[config.mk]
export PLATFORM = sky130hd
export DESIGN_NAME = uart_core
export DESIGN_NICKNAME = d
export VERILOG_FILES = /design/src/rtl/uart_pkg.sv /design/src/rtl/uart_baud_div.sv /design/src/rtl/uart_core.sv
export SDC_FILE = /design/constraint.sdc
export NUM_CORES = 1
export LEC_CHECK = 0
export BUFFER_PORTS_ARGS = -buffer_cell sky130_fd_sc_hd__buf_2
export CAP_MARGIN = 30
export CELL_PAD_IN_SITES_DETAIL_PLACEMENT = 1
export CELL_PAD_IN_SITES_GLOBAL_PLACEMENT = 1
export CORE_MARGIN = 2
export CORE_UTILIZATION = 47
export CTS_CLUSTER_SIZE = 10
export DETAILED_ROUTE_END_ITERATION = 6
export PLACE_DENSITY_LB_ADDON = 0.1
export RECOVER_POWER = 25
export SLEW_MARGIN = 20
export SYNTH_ARGS = -nofsm -noshare
export SYNTH_HDL_FRONTEND = slang
export SYNTH_HIERARCHICAL = 1
export SYNTH_SLANG_ARGS = --single-unit
[constraint.sdc]
create_clock -name clk -period 2.89 [get_ports clk]
set_input_delay 0.578 -clock clk [delete_from_list [all_inputs] [get_ports clk]]
set_output_delay 0.578 -clock clk [all_outputs]
set_load 0.01 [all_outputs]
[src/rtl/uart_pkg.sv]
// Shared constants and state encoding for the 8N1 UART core.
package uart_pkg;
  localparam int unsigned DATA_BITS  = 8;
  localparam int unsigned OVERSAMPLE = 16;
  localparam int unsigned MID_SAMPLE = 8;

  typedef enum logic [1:0] {IDLE, START, DATA, STOP} uart_state_t;
endpackage

[src/rtl/uart_baud_div.sv]
// Oversample tick generator: one-clock tick every cfg+1 clocks, restartable via clear.
module uart_baud_div (
  input  logic       clk,
  input  logic       rst,
  input  logic       clear,
  input  logic [7:0] cfg,
  output logic       tick
);
  logic [7:0] r_cnt;

  // >= keeps the counter from running the full 8-bit range if cfg shrinks mid-count
  assign tick = (r_cnt >= cfg);

  always_ff @(posedge clk or posedge rst) begin
    if (rst)
      r_cnt <= '0;
    else if (clear || tick)
      r_cnt <= '0;
    else
      r_cnt <= r_cnt + 8'd1;
  end
endmodule

[src/rtl/uart_core.sv]
// Full-duplex 8N1 UART: independent TX and RX state machines, 16x oversampled receive.
module uart_core
  import uart_pkg::*;
(
  input  logic       clk,
  input  logic       rstb,
  input  logic [7:0] baudrate_cfg,
  input  logic       rx,
  output logic       tx,
  input  logic       tx_valid,
  input  logic [7:0] tx_data,
  output logic       tx_busy,
  output logic       rx_valid,
  output logic [7:0] rx_data
);
  localparam logic [3:0] TICK_LAST = 4'(OVERSAMPLE - 1);
  localparam logic [3:0] TICK_MID  = 4'(MID_SAMPLE - 1);
  localparam logic [2:0] BIT_LAST  = 3'(DATA_BITS - 1);

  uart_state_t r_tx_state;
  logic [3:0]  r_tx_tcnt;
  logic [2:0]  r_tx_bit;
  logic [7:0]  r_tx_shift;
  logic        r_tx;
  logic        r_tx_busy;
  logic        w_tx_tick;
  logic        w_tx_bit_end;
  logic        w_tx_accept;

  uart_state_t r_rx_state;
  logic [3:0]  r_rx_tcnt;
  logic [2:0]  r_rx_bit;
  logic [7:0]  r_rx_shift;
  logic [7:0]  r_rx_data;
  logic        r_rx_valid;
  logic        r_rx_s1, r_rx_s2, r_rx_s3;
  logic        w_rx_tick;
  logic        w_rx_fall;
  logic        w_rx_clear;
  logic        w_rx_mid;
  logic        w_rx_bit_end;

  assign tx       = r_tx;
  assign tx_busy  = r_tx_busy;
  assign rx_valid = r_rx_valid;
  assign rx_data  = r_rx_data;

  // A request in the last cycle of the stop bit is taken directly, so frames can abut.
  assign w_tx_bit_end = w_tx_tick && (r_tx_tcnt == TICK_LAST);
  assign w_tx_accept  = tx_valid &&
                        ((r_tx_state == IDLE) || ((r_tx_state == STOP) && w_tx_bit_end));

  uart_baud_div u_tx_div (
    .clk   (clk),
    .rst   (rstb),
    .clear (w_tx_accept),
    .cfg   (baudrate_cfg),
    .tick  (w_tx_tick)
  );

  always_ff @(posedge clk or posedge rstb) begin
    if (rstb) begin
      r_tx_state <= IDLE;
      r_tx_tcnt  <= '0;
      r_tx_bit   <= '0;
      r_tx_shift <= '0;
      r_tx       <= 1'b1;
      r_tx_busy  <= 1'b0;
    end else if (w_tx_accept) begin
      r_tx_state <= START;
      r_tx_tcnt  <= '0;
      r_tx_bit   <= '0;
      r_tx_shift <= tx_data;
      r_tx       <= 1'b0;
      r_tx_busy  <= 1'b1;
    end else begin
      if (w_tx_tick && (r_tx_state != IDLE))
        r_tx_tcnt <= r_tx_tcnt + 4'd1;
      case (r_tx_state)
        START: if (w_tx_bit_end) begin
          r_tx_state <= DATA;
          r_tx       <= r_tx_shift[0];
          r_tx_shift <= r_tx_shift >> 1;
        end
        DATA: if (w_tx_bit_end) begin
          if (r_tx_bit == BIT_LAST) begin
            r_tx_state <= STOP;
            r_tx       <= 1'b1;
          end else begin
            r_tx_bit   <= r_tx_bit + 3'd1;
            r_tx       <= r_tx_shift[0];
            r_tx_shift <= r_tx_shift >> 1;
          end
        end
        STOP: if (w_tx_bit_end) begin
          r_tx_state <= IDLE;
          r_tx_busy  <= 1'b0;
        end
        default: ;
      endcase
    end
  end

  assign w_rx_fall    = r_rx_s3 & ~r_rx_s2;
  assign w_rx_clear   = (r_rx_state == IDLE) && w_rx_fall;
  assign w_rx_mid     = w_rx_tick && (r_rx_tcnt == TICK_MID);
  assign w_rx_bit_end = w_rx_tick && (r_rx_tcnt == TICK_LAST);

  uart_baud_div u_rx_div (
    .clk   (clk),
    .rst   (rstb),
    .clear (w_rx_clear),
    .cfg   (baudrate_cfg),
    .tick  (w_rx_tick)
  );

  always_ff @(posedge clk or posedge rstb) begin
    if (rstb) begin
      r_rx_s1    <= 1'b1;
      r_rx_s2    <= 1'b1;
      r_rx_s3    <= 1'b1;
      r_rx_state <= IDLE;
      r_rx_tcnt  <= '0;
      r_rx_bit   <= '0;
      r_rx_shift <= '0;
      r_rx_data  <= '0;
      r_rx_valid <= 1'b0;
    end else begin
      r_rx_s1    <= rx;
      r_rx_s2    <= r_rx_s1;
      r_rx_s3    <= r_rx_s2;
      r_rx_valid <= 1'b0;
      if (w_rx_tick && (r_rx_state != IDLE))
        r_rx_tcnt <= r_rx_tcnt + 4'd1;
      case (r_rx_state)
        IDLE: if (w_rx_fall) begin
          r_rx_state <= START;
          r_rx_tcnt  <= '0;
        end
        // After the mid-start check, counting restarts so every later sample lands mid-bit.
        START: if (w_rx_mid) begin
          r_rx_tcnt <= '0;
          r_rx_bit  <= '0;
          r_rx_state <= r_rx_s2 ? IDLE : DATA;
        end
        DATA: if (w_rx_bit_end) begin
          r_rx_shift <= {r_rx_s2, r_rx_shift[7:1]};
          if (r_rx_bit == BIT_LAST)
            r_rx_state <= STOP;
          else
            r_rx_bit <= r_rx_bit + 3'd1;
        end
        STOP: if (w_rx_bit_end) begin
          r_rx_state <= IDLE;
          if (r_rx_s2) begin
            r_rx_data  <= r_rx_shift;
            r_rx_valid <= 1'b1;
          end
        end
        default: ;
      endcase
    end
  end
endmodule

Word level (Yosys, flattened, before mapping)
Index checks and enable logic that the tools add are counted.

word-level totals
  register bits after elaboration = 64
  logic and storage cells = 126
  output and inout port bits = 11

cells by class
  add/subtract/negate cells = 6
  bitwise logic cells = 2
  mux-type cells = 45
  magnitude comparators = 2
  eq/ne operators = 23
  reduce and logical (&&, ||, !) cells = 31

operators with widths
  kind                                                    count
  2-to-1 mux 8 bit                                        6
  2-to-1 mux 2 bit                                        11
  2-to-1 mux 3 bit                                        7
  2-to-1 mux 4 bit                                        5
  adder 8 x 1 -> 8 bit (second input constant)            2
  greater-or-equal comparator 8 bit                       2
  one-hot mux 8 bit (2 select lines)                      1
  inequality test 3 x 2 -> 1 bit (second input constant)  5
  nonzero test 2 bit                                      7
  inequality test 2 bit (second input constant)           6
  2-to-1 mux 1 bit                                        10
  AND reduction 5 bit                                     2
  AND reduction 3 bit                                     3
  adder 4 x 1 -> 4 bit (second input constant)            2
  equality test 2 bit (second input constant)             4
  equality test 4 bit (second input constant)             2
  logical AND 1 bit                                       8
  one-hot mux 2 bit (4 select lines)                      1
  one-hot mux 4 bit (2 select lines)                      1
  AND reduction 4 bit                                     2
  adder 3 x 1 -> 3 bit (second input constant)            2
  equality test 3 bit (second input constant)             2
  one-hot mux 2 bit (3 select lines)                      1
  one-hot mux 3 bit (2 select lines)                      1
  11 further kinds                                        16

Logic depth before layout (Yosys ltp)
Gate-level depths: netlist of run 1.

  depth in word-level cells = 7
  depth in mapped cells = 11

By module
Netlist of run 1, hierarchy kept.

modules (own cells, without submodules)
  module         cells an instance  area an instance (um^2)  times used  seq. area each (um^2)
  uart_core      204                2316.0                   1           1206.2
  uart_baud_div  60                 578.1                    2           200.2

Worst setup path before layout of run 1
Ideal clock, no wire load.

  kind = input to register
  from = input port baudrate_cfg[3]
  to = register r_rx_data[0], in the netlist rx_data[0]
  data required time = 2.765 ns
  arrival = 2.577 ns
  setup time = 0.125 ns
  stages on the path = 8
  path slack = 0.189 ns
  cells stage by stage = inv_1 -> ha_1 -> o21a_1 -> a21oi_1 -> o31ai_1 -> nand4_1 -> nor2_4 -> mux2_2

between the ends
  longest elaborated chain between the ends = 3

ends and longest elaborated chain
  element                               RTL line             RTL
  from (decl)                           uart_core.sv:7       input logic [7:0] baudrate_cfg,
  greater-or-equal comparator 8 bit     uart_baud_div.sv:12  assign tick = (r_cnt >= cfg);
  via w_rx_tick                         uart_core.sv:37      logic w_rx_tick;
  logical AND 1 bit                     uart_core.sv:107     assign w_rx_bit_end = w_rx_tick && (r_rx_tcnt == TICK_LAST);
  AND reduction 3 bit (no source line)  --
  to (signal assigned)                  uart_core.sv:156     r_rx_data <= r_rx_shift;
  to (decl)                             uart_core.sv:34      logic [7:0] r_rx_data;

The timed path passes the listed nets, and every way through them passes these cells.
A chain may end at the register's enable or synchronous reset.

Worst setup path in the final report of run 1
  from = register u_tx_div.r_cnt[0]
  to = register r_tx_state[1]

between the ends
  longest elaborated chain between the ends = 7

ends and longest elaborated chain
  element                                                                                RTL line             RTL
  from (decl)                                                                            uart_baud_div.sv:9   logic [7:0] r_cnt;
  from (signal assigned)                                                                 uart_baud_div.sv:20  r_cnt <= r_cnt + 8'd1;
  greater-or-equal comparator 8 bit *                                                    uart_baud_div.sv:12
  via w_tx_tick                                                                          uart_core.sv:26      logic w_tx_tick;
  logical AND 1 bit *                                                                    uart_core.sv:49      assign w_tx_bit_end = w_tx_tick && (r_tx_tcnt == TICK_LAST);
  logical AND 1 bit                                                                      uart_core.sv:51      ((r_tx_state == IDLE) || ((r_tx_state == STOP) && w_tx_bit_end));
  logical OR 1 bit                                                                       uart_core.sv:51
  logical AND 1 bit                                                                      uart_core.sv:50      assign w_tx_accept = tx_valid &&
  inequality test 3 x 2 -> 1 bit (no source line) or nonzero test 4 bit (tied branches)  --
  AND reduction 5 bit (no source line)                                                   --
  to (signal assigned)                                                                   uart_core.sv:63      r_tx_state <= IDLE;
  to (signal assigned)                                                                   uart_core.sv:70      r_tx_state <= START;
  to (signal assigned)                                                                   uart_core.sv:81      r_tx_state <= DATA;
  to (decl)                                                                              uart_core.sv:20      uart_state_t r_tx_state;

Mark *: on every way through the listed nets, which the timed path passes. The rest lies on a longest branch.

==> results by group, run 1 <==
Die
  • Initial Util: 0.481
  • CORE AREA: 7210 um2
  • Die H: 90.0 um
  • Die Wd: 90.0 um
  • Row count: 31
  • Ports: 31
  • DIE AREA: 8090 um2

Power and ir drop
  • VDD IR-drop max: 390 uV
  • Design Power: 3210 uW
  • Pwr dens: 804 nW/um2
  • Leak Pwr: 0.00199 uW

Timing
  • RSZ-0062 raised after global routing: no
  • Worst slew pin tran: 1.08 ns
  • Slew headroom: 0.281
  • Final hold vios: 0
  • Final count of negative-setup-slack endpoints: 0
  • Period utilization: 0.881
  • Fmax: 393 MHz
  • Final Max Slew Viols: 0
  • Clock Skews: 0.00804 ns
  • Setup TNS: 0 ns
  • Final min period: 2.55 ns

Detailed routing
  • Routed Antenna Nets: 0
  • Via count: 2,486
  • Vias per Instance: 5.29
  • Post-route DRC violation count: 0
  • Final wirelength: 6920 um
  • Pre-Repair DR Iteration Count: 4
  • Drt initial violations: 52
  • WL/cell: 14.7 um

Logic synthesis
  • Netlist cell types: 48
  • Post-synth EDFFs: 0
  • Synthesized flop and latch total: 64
  • Async SR Flop Fraction: 1.00
  • Top-count cell post-synth: dfrtp_1
  • Ys Warns: 6
  • Leading area contributor after synthesis: dfrtp_1
  • Post-synthesis sequential area ratio: 0.463
  • Syn_area_per_cell: 10.7 um2
  • Largest cells by area after synthesis: dfrtp_1, ha_1, mux2_2, xor2_1, nor2_1
  • Post-Syn Instances: 324
  • Ys flop type: dfrtp_1
  • Cell Area, Synth: 3470 um2
  • Most frequent cells after synthesis: dfrtp_1, nor2_1, ha_1
  • Syn nets: 372
  • Synth top area share: 0.432

GRT
  • Met3 global-route usage: 0.0595
  • Total track usage: 0.190
  • GR peak layer: met2
  • Grt ovf: 0
  • Initial antenna violation count: 0
  • First-pass GRT wire length: 12,500 um
  • Vias in the first global route: 2,725
  • Met2 usage: 0.328
  • Largest net degree at the start of global routing: 26
  • Met1 Use GR: 0.233

Run status
  • Status: completed

Final layout
  • Area of the multi-input gates: 1740 um2
  • Fillers: 835
  • Layout cells sized above 1: 0.224
  • Net count, final: 414
  • Layout Area Growth over Synthesis: 15.1%
  • Core Util, Final: 0.554
  • Register Area: 1610 um2
  • Fin area: 4000 um2
  • Antenna cells: 0

Clock network
  • Root Buffer: clkbuf_8
  • Clk sinks: 64
  • Worst-skew pair later-pin latency: 0.35 ns
  • CTS Buf Count: 9
  • Htree depth: 3
  • CTS tree: done
  • Reg clk slew, reported paths: 0.08 ns
  • Clock Path Buffers: 2

Worst setup path
  • Worst Setup End Kind: register
  • Required time worst endpoint: 3.13 ns
  • Setup crit start kind: register
  • Crit path kind: register to register
  • Crit path DAT: 2.78 ns
  • Max Fanout on Critical Path: 7

Placement
  • Post-DP Area: 3770 um2
  • Post-DP HPWL: 5230 um
  • Port Buffers: 30
  • Routability cong.: 0.769

Hold path
  • Hold WC Path Type: primary input to async pin

Flow run
  • Max cap viols: 0
## cell families (layout without fill, tap and decap cells)
logic type / count (synthesis) / count (layout) / synth area share
compound gates: 53 / 53 / 0.118
xor+xnor: 17 / 17 / 0.0429
fa+ha+maj: 28 / 28 / 0.101
buf+inv: 33 / 80 / 0.0371
flops: 64 / 64 / 0.463
mux: 25 / 25 / 0.0778
simple gates: 104 / 104 / 0.161
## layer usage
| layer | share of wire | vias to the layer above |
|---|---|---|
| li1 | - | 1215 |
| met5 | 0 | - |
| met2 | 0.49 | 36 |
| met3 | 0.040 | 6 |
| met1 | 0.47 | 1229 |
| met4 | 0.0082 | 0 |
## power by group
part | switching (uW) | internal, uW | total (uW)
Combinational | 540 | 458 | 998
Clock | 388 | 495 | 883
Sequential | 239 | 1090 | 1330
## layout make-up
cell class	instances	share of cell area
multi-input cells	227	0.436
well taps	99	0.0310
clock inverters	7	0.0251
repair buffers	37	0.0495
inverters	27	0.0254
flip-flops and latches	64	0.402
clock buffers	9	0.0310
## state kept, by name, summed over array words and instances (netlist names), named ones only
register        cells
r_rx_s1             1
tx                  1
r_tx_state          2
r_rx_bit            3
r_rx_shift          8
u_rx_div/r_cnt      8
r_tx_shift          8
rx_valid            1
r_tx_bit            3
rx_data             8
r_rx_state          1
u_tx_div/r_cnt      8
r_rx_s3             1
r_tx_tcnt           4
r_rx_tcnt           4
r_rx_s2             1
tx_busy             1
## stage by stage
step | hold WS [ns] | worst slack [ns] | instances
2_1_floorplan | 0.345 | 0.189 | 324
3_3_place_gp | 0.347 | -0.0832 | 454
3_5_place_dp | 0.348 | -0.176 | 454
5_1_grt | 0.174 | 0.0453 | 470
4_1_cts | 0.115 | 0.0440 | 470
6_report | 0.156 | 0.344 | 470
## cells in the final DEF, fill, tap and decap left out, types with 3 or more instances in the layout
cell type	count
nor3_1	4
buf_2	29
dfstp_2	4
clkbuf_8	9
a21oi_1	8
inv_1	27
a21o_1	4
nand2_1	18
a21oi_4	3
xnor2_1	3
nand3_1	15
o21ai_0	15
o21a_1	4
xor2_1	14
and3_1	6
dfrtp_1	60
nor2_1	32
nand2b_1	8
mux2_2	16
buf_4	6
inv_6	3
nand4_1	3
mux2i_1	9
ha_1	28
## path summary, 6_finish.rpt
path                            slack (ns)         startpoint  depth (start not counted)            end
worst max register to register        0.34  u_tx_div/r_cnt[0]                          9  r_tx_state[1]
max in group asynchronous             1.49               rstb                          3  r_tx_shift[5]
worst min-delay path                  0.16               rstb                          2    r_rx_bit[1]
worst max-delay path                  0.34  u_tx_div/r_cnt[0]                          9  r_tx_state[1]
worst min register to register        0.36            r_rx_s1                          0        r_rx_s2
min in group clk                      0.33                 rx                          1        r_rx_s1
## critical path: stages (launching register included)
cell and delay (ns):
dfrtp_1 0.44, inv_1 0.07, ha_1 0.26, nand2b_1 0.14
a21oi_4 0.08, o31ai_2 0.47, nand4_4 0.23, nor2_1 0.32
o21ai_0 0.15, a32o_1 0.27
## timing repair
item / CTS / global route
setup endpoints to repair: 0 / 26
buffers inserted: 0 / 0
gates resized for setup: 0 / 1
hold buffers: 0 / 0
No activity file was read; power rests on OpenSTA's default activity.
==> run 2, diff against run 1 <==
--- a/config.mk
+++ b/config.mk
@@ -15,6 +15,7 @@
 export DETAILED_ROUTE_END_ITERATION = 6
 export PLACE_DENSITY_LB_ADDON = 0.1
 export RECOVER_POWER = 25
+export REMOVE_ABC_BUFFERS = 1
 export SLEW_MARGIN = 20
 export SYNTH_ARGS = -nofsm -noshare
 export SYNTH_HDL_FRONTEND = slang
==> results by group, run 2 (synthesized netlist as in run 1, its figures left out) <==
Clock network
  • Clk sinks: 64
  • Reg clk slew, reported paths: 0.07 ns
  • Root Buffer: clkbuf_8
  • CTS tree: done
  • Htree depth: 3
  • Hold_buf cts: 0
  • CTS Buf Count: 9
  • Clock Path Buffers: 2
  • Worst-skew pair later-pin latency: 0.35 ns

Final layout
  • Most common cell after layout, fill and taps aside: dfrtp_1
  • Layout cells sized above 1: 0.223
  • Cell Count, Final, Fillers Out: 471
  • Layout Area Growth over Synthesis: 14.7%
  • Commonest non-fill, non-tap cells in the layout: dfrtp_1, nor2_1, buf_2
  • Net count, final: 415
  • Antenna cells: 0
  • Core Util, Final: 0.552
  • Fin area: 3980 um2

Die
  • Row count: 31
  • Initial Util: 0.481
  • Ports: 31
  • DIE AREA: 8090 um2
  • CORE AREA: 7210 um2
  • Die Wd: 90.0 um
  • Die H: 90.0 um

Hold path
  • Hold WC Path Type: primary input to async pin

Timing
  • Worst slew pin tran: 0.907 ns
  • Final WS setup: 0.283 ns
  • Period utilization: 0.902
  • RSZ-0062 raised after global routing: no
  • Final count of negative-setup-slack endpoints: 0
  • Final hold vios: 0
  • Clock Skews: 0.0158 ns
  • Slew headroom: 0.395
  • Fmax: 384 MHz
  • Final min period: 2.61 ns
  • Final Max Slew Viols: 0

Worst setup path
  • Max Fanout on Critical Path: 7
  • Worst flop-to-flop path startpoint: u_tx_div/r_cnt[3]
  • Crit path to: r_tx_state[1]
  • R2r setup slk: 0.28 ns
  • Worst reg-to-reg path cell count: 8
  • Required time worst endpoint: 3.12 ns
  • Worst Setup End Kind: register
  • Setup crit start kind: register
  • Crit path from: u_tx_div/r_cnt[3]
  • R2R Path End: r_tx_state[1]
  • Crit path kind: register to register
  • Crit path DAT: 2.84 ns

Detailed routing
  • Post-route DRC violation count: 0
  • Final wirelength: 7090 um
  • Pre-Repair DR Iteration Count: 4
  • Vias per Instance: 5.29
  • Drt initial violations: 120
  • WL/cell: 15.1 um
  • Routed Antenna Nets: 0
  • Via count: 2,492

Placement
  • Routability cong.: 0.745
  • Pre-CTS setup slack: -0.219 ns
  • Post-DP Area: 3790 um2
  • Port Buffers: 30
  • Post-DP HPWL: 5520 um
  • Placed cells: 455

Power and ir drop
  • Pwr dens: 776 nW/um2
  • Leak Pwr: 0.00198 uW
  • VDD IR-drop max: 494 uV

GRT
  • Vias in the first global route: 2,699
  • First-pass GRT wire length: 12,500 um
  • Grt ovf: 0
  • Total track usage: 0.192
  • Largest net degree at the start of global routing: 26
  • Initial antenna violation count: 0

Flow run
  • Max cap viols: 0

Run status
  • Status: completed
run 2: changes by cell type in the layout (fill, tap and decap cells not counted):
cell,change
clkinv_2,+2
dfstp_1,+1
buf_4,+1
buf_12,+1
bufinv_16,-1
clkinvlp_4,+1
dfstp_2,-1
inv_6,-3
run 2: final cells by class:
cell class / count / area (um2)
fill: 827 / 3230
timing repair buffer: 38 / 221
multi-input combinational: 227 / 1740
clock inverter: 6 / 61.3
tap: 99 / 124
inverter: 27 / 101
sequential: 64 / 1610
clock buffer: 10 / 128
run 2: what timing repair did:
action,in CTS,in global routing
gates resized for setup,1,0
setup buffers,0,0
setup endpoints to repair,1,0
run 2: worst max-delay path, cell delays in order, from the launching register on:
cell and delay (ns):
dfrtp_1 0.42, ha_1 0.29, o21a_1 0.12, a21oi_1 0.13, o31ai_2 0.54, nand4_4 0.22
nor2_1 0.33, o21ai_0 0.17, a32o_1 0.27
run 2: stage by stage:
stage / power, uW / hold slack (ns) / TNS, ns
after CTS: 3140 / 0.205 / 0
final: 3090 / 0.205 / 0
after global placement: 2300 / 0.346 / -1.21
after detailed placement: 2370 / 0.347 / -2.84
after floorplan: 2050 / 0.345 / -8.86
after global routing: 3340 / 0.242 / 0
run 2: how the worst min path moves through the flow:
| stage | from | endpoint |
|---|---|---|
| global placement | r_rx_s1 | r_rx_s2 |
| global route | rstb | u_tx_div/r_cnt[1] |
| finish | rstb | u_tx_div/r_cnt[1] |
| CTS | rstb | u_tx_div/r_cnt[1] |
| detailed placement | r_rx_s1 | r_rx_s2 |
| floorplan | r_rx_s1 | r_rx_s2 |
run 2: where the power goes:
part	switching (uW)	internal, uW
clock	360	395
combinational	543	462
sequential	238	1090
run 2: layer usage:
| layer | global-route usage | up-vias | part of all wire |
|---|---|---|---|
| met2 | 0.325 | 28 | 0.50 |
| met4 | 0.0692 | 0 | 0.016 |
| met1 | 0.243 | 1236 | 0.45 |
| li1 | - | 1218 | - |
| met3 | 0.0444 | 10 | 0.030 |
| met5 | 0 | - | 0 |
==> run 3, diff against run 2 <==
--- a/config.mk
+++ b/config.mk
@@ -13,7 +13,7 @@
 export CORE_UTILIZATION = 47
 export CTS_CLUSTER_SIZE = 10
 export DETAILED_ROUTE_END_ITERATION = 6
-export PLACE_DENSITY_LB_ADDON = 0.1
+export PLACE_DENSITY_LB_ADDON = 0.2
 export RECOVER_POWER = 25
 export REMOVE_ABC_BUFFERS = 1
 export SLEW_MARGIN = 20
==> results by group, run 3 (synthesized netlist as in run 1, its figures left out) <==
Final layout
  • Fillers: 830
  • Layout Area Growth over Synthesis: 15.4%
  • Layout cells sized above 1: 0.223
  • Net count, final: 415
  • Core Util, Final: 0.555
  • Commonest non-fill, non-tap cells in the layout: dfrtp_1, nor2_1, buf_2
  • Cell Count, Final, Fillers Out: 471
  • Most common cell after layout, fill and taps aside: dfrtp_1
  • Antenna cells: 0

Detailed routing
  • Vias per Instance: 5.31
  • Post-route DRC violation count: 0
  • Drt initial violations: 107
  • Pre-Repair DR Iteration Count: 4
  • Routed Antenna Nets: 0
  • Via count: 2,500
  • Final wirelength: 6920 um
  • WL/cell: 14.7 um

Clock network
  • Htree depth: 3
  • Root Buffer: clkbuf_8
  • Hold_buf cts: 0
  • CTS Buf Count: 9
  • Clk sinks: 64
  • CTS tree: done
  • Worst-skew pair later-pin latency: 0.34 ns
  • Reg clk slew, reported paths: 0.08 ns
  • Clock Path Buffers: 2

Timing
  • Slew headroom: 0.501
  • RSZ-0062 raised after global routing: no
  • Final Max Slew Viols: 0
  • Final min period: 2.51 ns
  • Setup TNS: 0 ns
  • Fmax: 399 MHz
  • Final WS setup: 0.384 ns
  • Worst slew pin tran: 0.749 ns
  • Clock Skews: 0.00873 ns
  • Period utilization: 0.867
  • Final hold vios: 0
  • Final count of negative-setup-slack endpoints: 0

GRT
  • Largest net degree at the start of global routing: 25
  • Total track usage: 0.188
  • Initial antenna violation count: 0
  • Vias in the first global route: 2,701
  • First-pass GRT wire length: 12,300 um
  • Grt ovf: 0

Placement
  • Post-DP HPWL: 5250 um
  • Pre-CTS setup slack: -0.0263 ns
  • Placed cells: 455
  • Port Buffers: 30
  • Routability cong.: 0.821

Die
  • DIE AREA: 8090 um2
  • Ports: 31
  • Initial Util: 0.481
  • Die H: 90.0 um
  • Die Wd: 90.0 um
  • CORE AREA: 7210 um2
  • Row count: 31

Power and ir drop
  • Psw: 1170 uW
  • Clk pwr share: 0.271
  • Leak Pwr: 0.00199 uW
  • Design Power: 3220 uW
  • Sequential Power Share: 0.415
  • Part of the power in combinational logic: 0.314
  • VDD IR-drop max: 426 uV
  • Switch share: 0.363
  • Pwr dens: 804 nW/um2
  • Int Pwr: 2050 uW

Worst setup path
  • Worst Setup End Kind: register
  • Worst-path cell chain: ha_1, o21a_1, a21oi_1, o31ai_2, nand4_4, a21oi_4, mux2i_1, o21ai_0
  • Setup crit start kind: register
  • Slowest stage delay, CP: 0.45 ns
  • Crit path DAT: 2.73 ns
  • Crit path to: r_tx_shift[6]
  • Crit path kind: register to register
  • Crit path from: u_tx_div/r_cnt[3]
  • Max Fanout on Critical Path: 8
  • R2r setup slk: 0.38 ns
  • R2R Path End: r_tx_shift[6]
  • Worst flop-to-flop path startpoint: u_tx_div/r_cnt[3]
  • Required time worst endpoint: 3.11 ns
  • Critical-path top delay cell: o31ai_2
  • Worst reg-to-reg path cell count: 8

Flow run
  • Max cap viols: 0

Run status
  • Status: completed

Hold path
  • Hold WC Path Type: primary input to async pin
-- run 3: changes by cell type in the layout (fill, tap and decap cells not counted) --
cell	previous run	this run
buf_12	1	0
clkinv_2	3	0
bufinv_16	1	2
inv_6	0	2
clkinv_4	1	2
-- run 3: through the flow --
stage | hold WS [ns] | area (um2)
floorplan | 0.345 | 3440
global placement | 0.345 | 3780
detailed placement | 0.354 | 3780
CTS | 0.202 | 4010
global route | 0.244 | 4010
finish | 0.208 | 4010
-- run 3: critical path: cells and delay by family, from the launching register on --
kind	cells	cell delay (ns)
mux	1	0.30
fa+ha+maj	1	0.29
simple gates	1	0.21
compound gates	5	1.17
flops	1	0.41
-- run 3: final cells by class --
type,instances,area [um2],share of cell area
clock inverter,7,103,0.0256
tap,99,124,0.0309
sequential,64,1610,0.401
timing repair buffer,38,205,0.0512
inverter,27,101,0.0253
multi-input combinational,227,1740,0.435
clock buffer,9,124,0.0309
-- run 3: worst min-delay path by stage --
stage	start	end	slack, ns	cells after the start
after detailed placement	r_rx_s1	r_rx_s2	0.35	0
after global placement	r_rx_s1	r_rx_s2	0.35	0
after global routing	rstb	u_tx_div/r_cnt[6]	0.24	2
after CTS	rstb	r_tx_tcnt[0]	0.20	2
after floorplan	r_rx_s1	r_rx_s2	0.35	0
final	rstb	u_tx_div/r_cnt[6]	0.21	2
-- run 3: power by group through the flow --
stage               clock network (uW)  logic, uW  registers, uW
finish                             873       1010           1340
global route                       940       1170           1370
CTS                                902       1030           1340
detailed placement                   0       1020           1350
global placement                     0        958           1340
floorplan                            0        781           1270
-- run 3: timing repair --
item | CTS | global route
endpoints found under the setup margin | 0 | 11
resized for setup | 0 | 1
buffers inserted | 0 | 0
-- run 3: per-layer routing --
metal / track usage / wire length [um] / up-vias
met5: 0 / 0 / -
met4: 0.0654 / 116 / 0
met3: 0.0427 / 205 / 10
met2: 0.333 / 3440 / 30
met1: 0.226 / 3160 / 1236
li1: - / - / 1224
